$ cat src/rtl/btn_run_ctrl.sv
// Start/stop control stage: debounces start/stop and direction buttons, runs IDLE/RUN/PAUSE,
// and emits a one-cycle count-enable tick plus direction level. Build option: AUTO_START_EN.
module btn_run_ctrl #(
    parameter int DEB_CYCLES = 1_000_000,
    parameter int DIV_SLOW   = 100_000_000,
    parameter int DIV_FAST   = 25_000_000
) (
    input  logic       clk_in_i,
    input  logic       rst_i,
    input  logic       btn_ss_i,
    input  logic       btn_ud_i,
    input  logic       sel_freq_i,
    output logic       tick_o,
    output logic       ud_o,
    output logic       run_o,
    output logic [1:0] state_o
);

    // state | meaning: IDLE 00 stopped, div cleared | RUN 01 dividing | PAUSE 10 div held; 11 -> IDLE
    typedef enum logic [1:0] {
        S_IDLE  = 2'b00,
        S_RUN   = 2'b01,
        S_PAUSE = 2'b10
    } state_t;

    localparam int DIV_MAX = (DIV_SLOW > DIV_FAST) ? DIV_SLOW : DIV_FAST;
    localparam int VW      = $clog2(DIV_MAX + 1);
    localparam int DW      = $clog2(DEB_CYCLES + 1);

    localparam logic [VW-1:0] LIM_SLOW = VW'(DIV_SLOW - 1);
    localparam logic [VW-1:0] LIM_FAST = VW'(DIV_FAST - 1);
    localparam logic [DW-1:0] DEB_LAST = DW'(DEB_CYCLES - 1);

`ifdef AUTO_START_EN
    localparam state_t ST_RESET = S_RUN;
`else
    localparam state_t ST_RESET = S_IDLE;
`endif

    // bit 0 = start/stop, bit 1 = direction, bit 2 = rate select
    logic [2:0]         sync1_q, sync1_d, sync2_q, sync2_d;
    logic [1:0][DW-1:0] deb_cnt_q, deb_cnt_d;
    logic [1:0]         lvl_q, lvl_d, lvl_dly_q, lvl_dly_d, press_q, press_d;
    state_t             state_q, state_d;
    logic               ud_q, ud_d, tick_q, tick_d;
    logic [VW-1:0]      div_cnt_q, div_cnt_d, div_lim;

    assign div_lim = sync2_q[2] ? LIM_FAST : LIM_SLOW;

    always_comb begin : debounce
        sync1_d   = {sel_freq_i, btn_ud_i, btn_ss_i};
        sync2_d   = sync1_q;
        lvl_dly_d = lvl_q;
        press_d   = lvl_q & ~lvl_dly_q;
        deb_cnt_d = deb_cnt_q;
        lvl_d     = lvl_q;
        for (int b = 0; b < 2; b++) begin
            if (sync2_q[b] == lvl_q[b]) begin
                deb_cnt_d[b] = '0;
            end else if (deb_cnt_q[b] == DEB_LAST) begin
                lvl_d[b]     = sync2_q[b];
                deb_cnt_d[b] = '0;
            end else begin
                deb_cnt_d[b] = deb_cnt_q[b] + DW'(1);
            end
        end
    end

    always_comb begin : fsm
        state_d   = state_q;
        div_cnt_d = div_cnt_q;
        tick_d    = 1'b0;
        ud_d      = ud_q ^ press_q[1];
        case (state_q)
            S_IDLE: begin
                div_cnt_d = '0;
                if (press_q[0]) state_d = S_RUN;
            end
            S_RUN: begin
                // >= so a switch to the fast rate past its limit wraps immediately
                if (div_cnt_q >= div_lim) begin
                    tick_d    = 1'b1;
                    div_cnt_d = '0;
                end else begin
                    div_cnt_d = div_cnt_q + VW'(1);
                end
                if (press_q[0]) state_d = S_PAUSE;
            end
            S_PAUSE: begin
                if (press_q[0]) state_d = S_RUN;
            end
            default: begin
                state_d   = S_IDLE;
                div_cnt_d = '0;
            end
        endcase
    end

    always_ff @(posedge clk_in_i) begin
        if (rst_i) begin
            sync1_q   <= '0;
            sync2_q   <= '0;
            deb_cnt_q <= '0;
            lvl_q     <= '0;
            lvl_dly_q <= '0;
            press_q   <= '0;
            state_q   <= ST_RESET;
            ud_q      <= 1'b1;
            tick_q    <= 1'b0;
            div_cnt_q <= '0;
        end else begin
            sync1_q   <= sync1_d;
            sync2_q   <= sync2_d;
            deb_cnt_q <= deb_cnt_d;
            lvl_q     <= lvl_d;
            lvl_dly_q <= lvl_dly_d;
            press_q   <= press_d;
            state_q   <= state_d;
            ud_q      <= ud_d;
            tick_q    <= tick_d;
            div_cnt_q <= div_cnt_d;
        end
    end

    assign tick_o  = tick_q;
    assign ud_o    = ud_q;
    assign run_o   = (state_q == S_RUN);
    assign state_o = state_q;

endmodule

$ cat config.mk
export PLATFORM = sky130hd
export DESIGN_NAME = btn_run_ctrl
export DESIGN_NICKNAME = d
export VERILOG_FILES = /design/src/rtl/btn_run_ctrl.sv
export SDC_FILE = /design/constraint.sdc
export NUM_CORES = 1
export LEC_CHECK = 0
export ABC_AREA = 1
export CAP_MARGIN = 20
export CORE_UTILIZATION = 67
export DETAILED_ROUTE_END_ITERATION = 8
export GPL_TIMING_DRIVEN = 0
export PLACE_DENSITY = 0.91
export SETUP_SLACK_MARGIN = 0.2
export SYNTH_ARGS = -nofsm -noshare
export SYNTH_HDL_FRONTEND = slang
export SYNTH_SLANG_ARGS = --single-unit
$ cat constraint.sdc
create_clock -name clk_in_i -period 2.7 [get_ports clk_in_i]
set_input_delay 0.81 -clock clk_in_i [delete_from_list [all_inputs] [get_ports clk_in_i]]
set_output_delay 0.81 -clock clk_in_i [all_outputs]
set_load 0.01 [all_outputs]
==> out/results.ini <==
[timing]
max_freq_mhz = 472.4
skew_ps = 11.04
period_share_pct = 78.40
layout_setup_ws_ps = 583.2
drv_slew = 0
grt_setup_unrepaired = no
worst_slew_pin_slew_ps = 544.1
layout_min_cycle_time_ps = 2117
setup_viol = 0
slew_headroom_pct = 63.73
hold_viol_final = 0
tns_ps = 0

[worst_setup_path]
path_cells = clkdlybuf4s50_1 > inv_1 > o21ai_0 > a21oi_1 > nand2_2 > buf_4 > nor2_1
worst_path_dominant_cell_family = buffers and inverters
slowest_stage = clkdlybuf4s50_1
max_stage_delay_ps = 490
worstPathRequired_ps = 2990
worstSetupEndpointType = register
cp_max_fo = 10
arrival_ps = 2400
criticalPathCategory = in -> reg
critPathBufInv = 3
critPathLaunchType = input pin

[cts]
postCtsSetupRepairBufs = 0
cts_buffers = 9
clk_path_buf_depth = 2
cts_max_level = 3
clk_transition_reported_paths_ps = 80
numClockSinks = 83
cts-root-buf = clkbuf_8
cts_tree = yes
insertion_delay_ps = 350
ctsHoldBuffers = 0

[yosys]
synth_area_leader_cell = dfxtp_1
syn-cell-area_sq_um = 4728
syn_nets = 722
ys_top_cells_by_area = dfxtp_1 (35%), nand2_1 (13%), nor2_1 (12%)
syn_area_per_cell_sq_um = 6.697
ys_seq_elements = 83
yosysTopAreaCellShare_pct = 35.14
ys_warn_count = 0
synth_cell_type_count = 39
syn_inst = 706
yosysSeqAreaShare_pct = 35.14

[hold_path]
hold_class = reg -> reg

[drt]
totalWireLength_mm = 11.03
antenna_left = 0
drtPass1Iterations = 6
drcViolationCount = 0
vias = 4594
wl_per_cell_microns = 13.34
first_iter_violations = 294
via_per_inst = 5.555

[power_and_ir_drop]
p_sw_share_pct = 23.37
leakagePower_nw = 1.756
clkPwrFrac_pct = 39.2
switchingPower_uw = 489.8
combPwrFrac_pct = 2.1
p_total_mw = 2.096
intPower_mw = 1.606
cellPowerDensity_nw_per_um2 = 408.5
seq_power_share_pct = 58.7
peakVddDrop_mv = 0.4944

[cells_and_area]
regArea_sq_um = 1662
layout.nets = 742
final_cell_mix = nand2_1 (165), nor2_1 (147), dfxtp_1 (83)
mostFrequentLayoutCell = nand2_1
multiInputGateArea_sq_um = 2716
n_antenna_cell = 0
syn_to_final_growth_pct = 8.494
final_core_util_pct = 75.51
drive_gt1_share_pct = 10.67
n_fill_cell = 525
final_cell_area_sq_um = 5130

[run]
cap_viol_max_count = 0

[floorplanning]
start_util_pct = 69.59
design.portCount = 10
coreArea_sq_um = 6794
die_x_microns = 86.01
dieArea_sq_um = 7397
die_height_microns = 86.01
rows = 30

[status]
status = finished, final reports clean

[grt]
grt_pass1_wl_mm = 18.99
grt_max_degree = 15
antenna_found_initial = 0
grt.overflow.total = 0
grt_usage_pct = 32.34
grt_pass1_vias = 4387

[placed_design]
port-buffer-count = 9
dp_hpwl_mm = 8.192
place_ws_ps = 249.4
placed_area_sq_um = 4938
gp_congestion = 0.9314

[path summary, 6_finish.rpt]
path	end	start	slack (ps)	cells past startpoint
worst min register to register	press_q[1]	lvl_dly_q[1]	400	1
worst max-delay path	deb_cnt_q[37]	rst_i	580	7
worst max register to register	div_cnt_q[14]	sync2_q[2]	600	9
worst min-delay path	press_q[1]	lvl_dly_q[1]	400	1
[state kept, by name, indices dropped and copies added (netlist names)]
register,cells
sync1_q,3
lvl_dly_d,2
div_cnt_q,27
press_q,2
ud_o,1
sync2_q,3
lvl_dly_q,2
deb_cnt_q,40
state_o,2
tick_o,1
[power by group through the flow]
stage                     clock, mW  combinational [mW]  sequential (mW)
after floorplan                   0              0.0276             1.26
after global placement            0              0.0417             1.26
after detailed placement          0              0.0435             1.26
after CTS                     0.831              0.0441             1.23
after global routing          0.879              0.0498             1.23
final                         0.821              0.0440             1.23
[cells in the mapped netlist, drive strengths merged]
library cell / n
nand3b: 4
clkbuf: 7
o21a: 2
xor2: 13
nor3b: 4
xnor2: 7
ha: 11
buf: 9
o21ai: 12
nor3: 21
and2: 2
dfxtp: 83
a211oi: 1
nor4: 2
a21oi: 44
nand2: 175
o211ai: 1
inv: 68
or2: 2
nor2: 161
o21bai: 3
nand4: 12
a31oi: 3
nand3: 59
[cell type report]
| class | count | area share (%) |
|---|---|---|
| multi-input cells | 539 | 52.95 |
| flip-flops and latches | 83 | 32.39 |
| inverters | 68 | 4.976 |
| clock buffers | 11 | 2.756 |
| well taps | 96 | 2.341 |
| plain buffers | 16 | 2.098 |
| repair buffers | 9 | 1.805 |
| clock inverters | 5 | 0.6829 |
[per-layer routing]
layer	wire, microns	share of wire [%]	global-route usage [%]
met3	504	4.6	5.871
met4	498	4.5	18.33
met2	5410	49	56.49
met1	4619	42	37.09
met5	0	0	0
[cells by family after synthesis]
group	Yosys count	share of synthesized area, %
compound gates	66	7.595
xor+xnor	20	3.705
fa+ha+maj	11	2.911
buf+inv	84	7.462
flops	83	35.14
simple gates	442	43.19
[repair_timing]
| item | CTS | global route |
|---|---|---|
| endpoints found under the hold margin | 0 | 0 |
| gates resized for setup | 4 | 1 |
| cloned | 0 | 0 |
| endpoints found under the setup margin | 1 | 1 |
[stage by stage]
step / instances / hold slack, ps
2_1_floorplan: 706 / 376.0
3_3_place_gp: 811 / 383.6
3_5_place_dp: 811 / 389.2
4_1_cts: 827 / 400.9
5_1_grt: 827 / 409.4
6_report: 827 / 397.3
Power figures use the tool's default switching activity.
